==> src/rtl/fft_bitrev_loader.sv <==
// Ping-pong input buffer for an FFT core: streams samples into one bank (natural or
// bit-reversed order) while the core reads the other bank through two registered ports.
`timescale 1ns/1ps
module fft_bitrev_loader #(
  parameter int N  = 16,
  parameter int DW = 32
) (
  input  logic                  clk,
  input  logic                  rstn,
  input  logic [DW-1:0]         s_re_i,
  input  logic [DW-1:0]         s_im_i,
  input  logic                  s_valid_i,
  output logic                  s_ready_o,
  input  logic                  s_last_i,
  input  logic                  rev_en_i,
  output logic                  start_o,
  input  logic [$clog2(N)-1:0]  rd_addr0_i,
  input  logic [$clog2(N)-1:0]  rd_addr1_i,
  output logic [DW-1:0]         x0_re_o,
  output logic [DW-1:0]         x0_im_o,
  output logic [DW-1:0]         x1_re_o,
  output logic [DW-1:0]         x1_im_o,
  input  logic                  frame_done_i,
  output logic                  busy_o,
  output logic                  err_last_o,
  output logic [3:0]            bank_state
);

  localparam int AW = $clog2(N);
  localparam logic [AW-1:0] LAST = AW'(N - 1);

  typedef enum logic [1:0] {
    EMPTY   = 2'd0,
    FILLING = 2'd1,
    FULL    = 2'd2,
    BUSY    = 2'd3
  } bank_t;

  // Handshake: a sample moves on every rising edge where s_valid_i and s_ready_o are
  // both high; s_ready_o depends only on registered bank state, never on s_valid_i.

  bank_t             bank_q [2];
  logic              wr_bank;
  logic              rd_bank;
  logic [AW-1:0]     cnt;
  logic              mode_q;
  logic [DW-1:0]     mem_re [2*N];
  logic [DW-1:0]     mem_im [2*N];

  logic              accept;
  logic              mode_eff;
  logic              any_busy;
  logic [AW-1:0]     wr_addr;

  function automatic logic [AW-1:0] bitrev(input logic [AW-1:0] k);
    logic [AW-1:0] r;
    for (int i = 0; i < AW; i++) r[i] = k[AW-1-i];
    return r;
  endfunction

  assign s_ready_o  = (bank_q[wr_bank] == EMPTY) || (bank_q[wr_bank] == FILLING);
  assign accept     = s_valid_i && s_ready_o;
  // The first sample of a frame already uses the incoming mode, later ones the latched copy.
  assign mode_eff   = (cnt == '0) ? rev_en_i : mode_q;
  assign wr_addr    = mode_eff ? bitrev(cnt) : cnt;
  assign any_busy   = (bank_q[0] == BUSY) || (bank_q[1] == BUSY);
  assign busy_o     = any_busy;
  assign bank_state = {bank_q[1], bank_q[0]};

  always_ff @(posedge clk) begin
    if (accept) begin
      mem_re[{wr_bank, wr_addr}] <= s_re_i;
      mem_im[{wr_bank, wr_addr}] <= s_im_i;
    end
  end

  always_ff @(posedge clk or negedge rstn) begin
    if (!rstn) begin
      bank_q[0]  <= EMPTY;
      bank_q[1]  <= EMPTY;
      wr_bank    <= 1'b0;
      rd_bank    <= 1'b0;
      cnt        <= '0;
      mode_q     <= 1'b0;
      err_last_o <= 1'b0;
      start_o    <= 1'b0;
    end else begin
      start_o <= 1'b0;
      if (accept) begin
        if (cnt == '0) mode_q <= rev_en_i;
        if (s_last_i != (cnt == LAST)) err_last_o <= 1'b1;
        if (cnt == LAST) begin
          bank_q[wr_bank] <= FULL;
          cnt             <= '0;
          wr_bank         <= ~wr_bank;
        end else begin
          cnt <= cnt + 1'b1;
          if (bank_q[wr_bank] == EMPTY) bank_q[wr_bank] <= FILLING;
        end
      end
      // The write side only touches EMPTY/FILLING banks, so these never collide with it.
      if (frame_done_i && (bank_q[rd_bank] == BUSY)) begin
        bank_q[rd_bank] <= EMPTY;
        rd_bank         <= ~rd_bank;
      end else if ((bank_q[rd_bank] == FULL) && !any_busy) begin
        bank_q[rd_bank] <= BUSY;
        start_o         <= 1'b1;
      end
    end
  end

  always_ff @(posedge clk or negedge rstn) begin
    if (!rstn) begin
      x0_re_o <= '0;
      x0_im_o <= '0;
      x1_re_o <= '0;
      x1_im_o <= '0;
    end else begin
      x0_re_o <= mem_re[{rd_bank, rd_addr0_i}];
      x0_im_o <= mem_im[{rd_bank, rd_addr0_i}];
      x1_re_o <= mem_re[{rd_bank, rd_addr1_i}];
      x1_im_o <= mem_im[{rd_bank, rd_addr1_i}];
    end
  end

endmodule

==> config.mk <==
export PLATFORM = sky130hd
export DESIGN_NAME = fft_bitrev_loader
export DESIGN_NICKNAME = d
export VERILOG_FILES = /design/src/rtl/fft_bitrev_loader.sv
export SDC_FILE = /design/constraint.sdc
export NUM_CORES = 2
export LEC_CHECK = 0
export CORE_UTILIZATION = 50
export CTS_CLUSTER_DIAMETER = 60
export DETAILED_ROUTE_END_ITERATION = 8
export PLACE_DENSITY = 0.68
export SYNTH_ARGS = -nofsm -noshare
export SYNTH_HDL_FRONTEND = slang
export SYNTH_SLANG_ARGS = --single-unit
export TNS_END_PERCENT = 100
==> constraint.sdc <==
create_clock -name clk -period 11.8 [get_ports clk]
set_clock_uncertainty 0.1 [all_clocks]
set_input_delay 1.77 -clock clk [delete_from_list [all_inputs] [get_ports clk]]
set_output_delay 1.77 -clock clk [all_outputs]
set_load 0.01 [all_outputs]
==> flow_summary_export.csv <==
group,metric,value,unit
finish,layout.cells.most_common,"edfxtp_1",
synthesis,synth_nets,5573,
synthesis,ys_types,58,
setup_path,cp.required,12.19,ns
timing,hold_viol,0,
clocking,cts-resized-gates,0,
setup_path,slowest_stage,"buf_4",
finish,nFillCells,14770,
clocking,clock-sinks,2189,
detailed_routing,num_vias,60070,
timing,post-route-period-util,44.47,%
clocking,ctsRootBufferMaster,"clkbuf_16",
setup_path,start_kind,"primary input",
setup_path,cp-end-kind,"flop",
place,gp_congestion,0.8515,
synthesis,synth_cells,5493,
setup_path,worst-path-buf-inv,3,
clocking,clkTransAtPathRegs,0.06,ns
global_route,grt_max_degree,124,
global_route,grtUsageTotal,31.74,%
die,die_area,0.1980,mm²
timing,max-slew-margin-rel,16.62,%
timing,fin_tns_setup,0,ns
place,hpwl,173000,µm
clocking,clk_path_buf_depth,3,
synthesis,synth-edff-count,2048,
power,p_int,14.69,mW
detailed_routing,vias_per_cell,7.060,
timing,fin_ws,6.553,ns
power,netSwitchingPower,6.073,mW
run_status,status,"finished, final reports clean",
timing,drv_slew,0,
synthesis,ys_warn_count,0,
clocking,postCtsSetupRepairBufs,0,
power,seq_power_share,47.3,%
finish,area_growth,12.39,%
clocking,h-tree-depth,4,
place,place_ws,5.720,ns
place,placed_area,0.1030,mm²
finish,nets,5752,
global_route,grt_pass1_wl,444000,µm
place,portBuffers,213,
finish,seq_area,0.06503,mm²
global_route,antenna_found_initial,23,
job,drv_cap,0,
die,fp.dieH,445.0,µm
clocking,cts_made_buffers,220,
power,leakage,36.99,nW
clocking,clock_latency,0.87,ns
timing,rsz0062_at_grt,"false",
die,start_util,50.33,%
setup_path,slowest_delay,0.91,ns
synthesis,synth_top_flop_cell,"edfxtp_1",
synthesis,synth-seq-area-share,66.26,%
finish,multi_input_area,0.03122,mm²
setup_path,path_class,"in2reg",
timing,finalSetupViolCount,0,
setup_path,crit_chain,"clkdlybuf4s50_1 -> mux2_2 -> o22a_1 -> nor4_2 -> buf_4 -> buf_4",
die,rows,162,
die,core,0.1950,mm²
detailed_routing,drt-total-wl,317000,µm
detailed_routing,ant_nets,0,
synthesis,ys_ff_latch,2189,
global_route,grt_pass1_vias,59900,
finish,drive_above_1_share,19.35,%
finish,layout_common_cells,"2,048 x edfxtp_1, 916 x mux2i_1, 586 x a22oi_1",
power,power_density,188.2,mW/mm²
synthesis,synth_area_per_cell,17.87,µm²
timing,tightest_slew,1.251,ns
setup_path,crit_family,"buffers and inverters",
synthesis,async_reset_ff_share,6.441,%
worst_hold_path,hold_class,"reg2reg",
detailed_routing,drtIter0Drc,8815,
power,p_sw_share,29.26,%
clocking,cts_tree,"yes",
setup_path,cp.depth,6,
power,combPwrFrac,19.0,%
die,die_width,445.0,µm
timing,hold_ws,0.3563,ns
setup_path,path_common_cell,"buf_4",
die,num_io_pins,214,
worst_hold_path,hold_depth,1,
setup_path,ff2ff_path_depth,8,
setup_path,path_max_fanout,36,
detailed_routing,drc,0,
power,clockPowerShare,33.7,%
finish,final_area,0.1103,mm²
detailed_routing,firstDrtPassIters,7,
setup_path,cp_data_arrival_time,5.64,ns
global_route,grt_overflow,0,
detailed_routing,drt-wirelength-per-cell,37.25,µm
clocking,hold_buffers,0,
timing,fin_crit,5.247,ns
timing,max_freq,190.6,MHz
synthesis,syn_area,0.09813,mm²
power,peakVddDrop,0.1820,mV
[power by group through the flow]
stage          Combinational [mW]  Clock, mW  Sequential [mW]
2_1_floorplan                1.83          0             9.95
3_3_place_gp                 3.82          0             9.95
3_5_place_dp                 3.85          0             9.97
4_1_cts                      3.87       7.05             9.82
5_1_grt                      4.03       7.36             9.87
6_report                     3.94       7.00             9.81
[metrics by stage]
| stage | total power, mW | util (%) | std cells |
|---|---|---|---|
| final | 20.76 | 56.56 | 8509 |
| after global routing | 21.26 | 56.55 | 8502 |
| after CTS | 20.74 | 56.54 | 8495 |
| after detailed placement | 13.82 | 52.84 | 8074 |
| after global placement | 13.76 | 52.84 | 8074 |
| after floorplan | 11.79 | - | 5493 |
[per-layer routing]
metal  up-vias  global-route usage (%)  routed length (µm)
li1      23520                       -                   -
met1     31250                   42.12              113300
met2      4346                   49.59              147300
met3       948                   7.421               38730
met4         8                   15.40               17560
met5         -                       0                  65
[final timing paths]
path	slack [ns]	to	start
min	0.36	err_last_o$_DFFE_PN0P_	err_last_o$_DFFE_PN0P_
max	6.55	mem_im[1][14]$_DFFE_PP_	rev_en_i
max in group asynchronous	8.49	rd_bank$_DFFE_PN0N_	rstn
min in group asynchronous	0.79	x0_re_o[9]$_DFF_PN0_	rstn
max reg2reg	7.00	mem_im[1][14]$_DFFE_PP_	cnt[0]$_DFFE_PN0P_
min reg2reg	0.36	err_last_o$_DFFE_PN0P_	err_last_o$_DFFE_PN0P_
[final cells by class]
type                            count  area share, %
Antenna cell                       14        0.03177
Clock buffer                      312          5.570
Clock inverter                    109         0.9745
Inverter                            6        0.02042
Multi-Input combinational cell   2878          28.31
Sequential cell                  2189          58.96
Tap cell                         2624          2.977
Timing Repair Buffer              377          3.154
[cell families (layout without fill, tap and decap cells)]
logic type / Yosys count / in the layout / share of synthesized area (%)
adder cells (fa/ha/maj): 2 / 2 / 0.02550
buffers and inverters: 426 / 804 / 2.271
AO/OA/AOI/OAI: 804 / 804 / 5.888
multiplexers: 1488 / 1488 / 22.47
XOR/XNOR: 2 / 2 / 0.01785
other: 0 / 14 / 0
AND/OR/NAND/NOR: 582 / 582 / 3.063
flip-flops: 2189 / 2189 / 66.26
[synthesized netlist by cell type, drive strengths merged, types with 2 or more instances]
library cell / n / area share, %
a221o: 2 / 0.020
inv: 6 / 0.023
nor4: 32 / 0.20
xnor2: 2 / 0.018
a22o: 30 / 0.27
nand2b: 11 / 0.070
and3b: 3 / 0.027
ha: 2 / 0.025
nor2: 31 / 0.12
o21ai: 6 / 0.031
nor2b: 20 / 0.13
o22ai: 9 / 0.057
a21o: 7 / 0.054
or2: 4 / 0.025
mux2i: 916 / 9.3
dfrtp: 141 / 3.6
edfxtp: 2048 / 63
nor3b: 4 / 0.036
mux2: 4 / 0.046
and3: 4 / 0.025
and2: 16 / 0.10
nand3: 235 / 1.2
nor3: 8 / 0.046
a32oi: 7 / 0.062
o22a: 3 / 0.027
buf: 283 / 1.7
nand4: 95 / 0.61
a311oi: 2 / 0.018
a211oi: 3 / 0.023
mux4: 568 / 13
clkbuf: 136 / 0.52
a31oi: 32 / 0.20
a21oi: 106 / 0.54
o32ai: 4 / 0.036
a22oi: 586 / 4.5
nand2: 115 / 0.44
a211o: 2 / 0.018
[state kept, by name, summed over array words and instances, names as in the netlist]
register and cells:
bank_state 4, cnt 4, err_last_o 1, mem_im 1024, mem_re 1024, mode_q 1, rd_bank 1, start_o 1
wr_bank 1, x0_im_o 32, x0_re_o 32, x1_im_o 32, x1_re_o 32
Power figures use the tool's default switching activity.
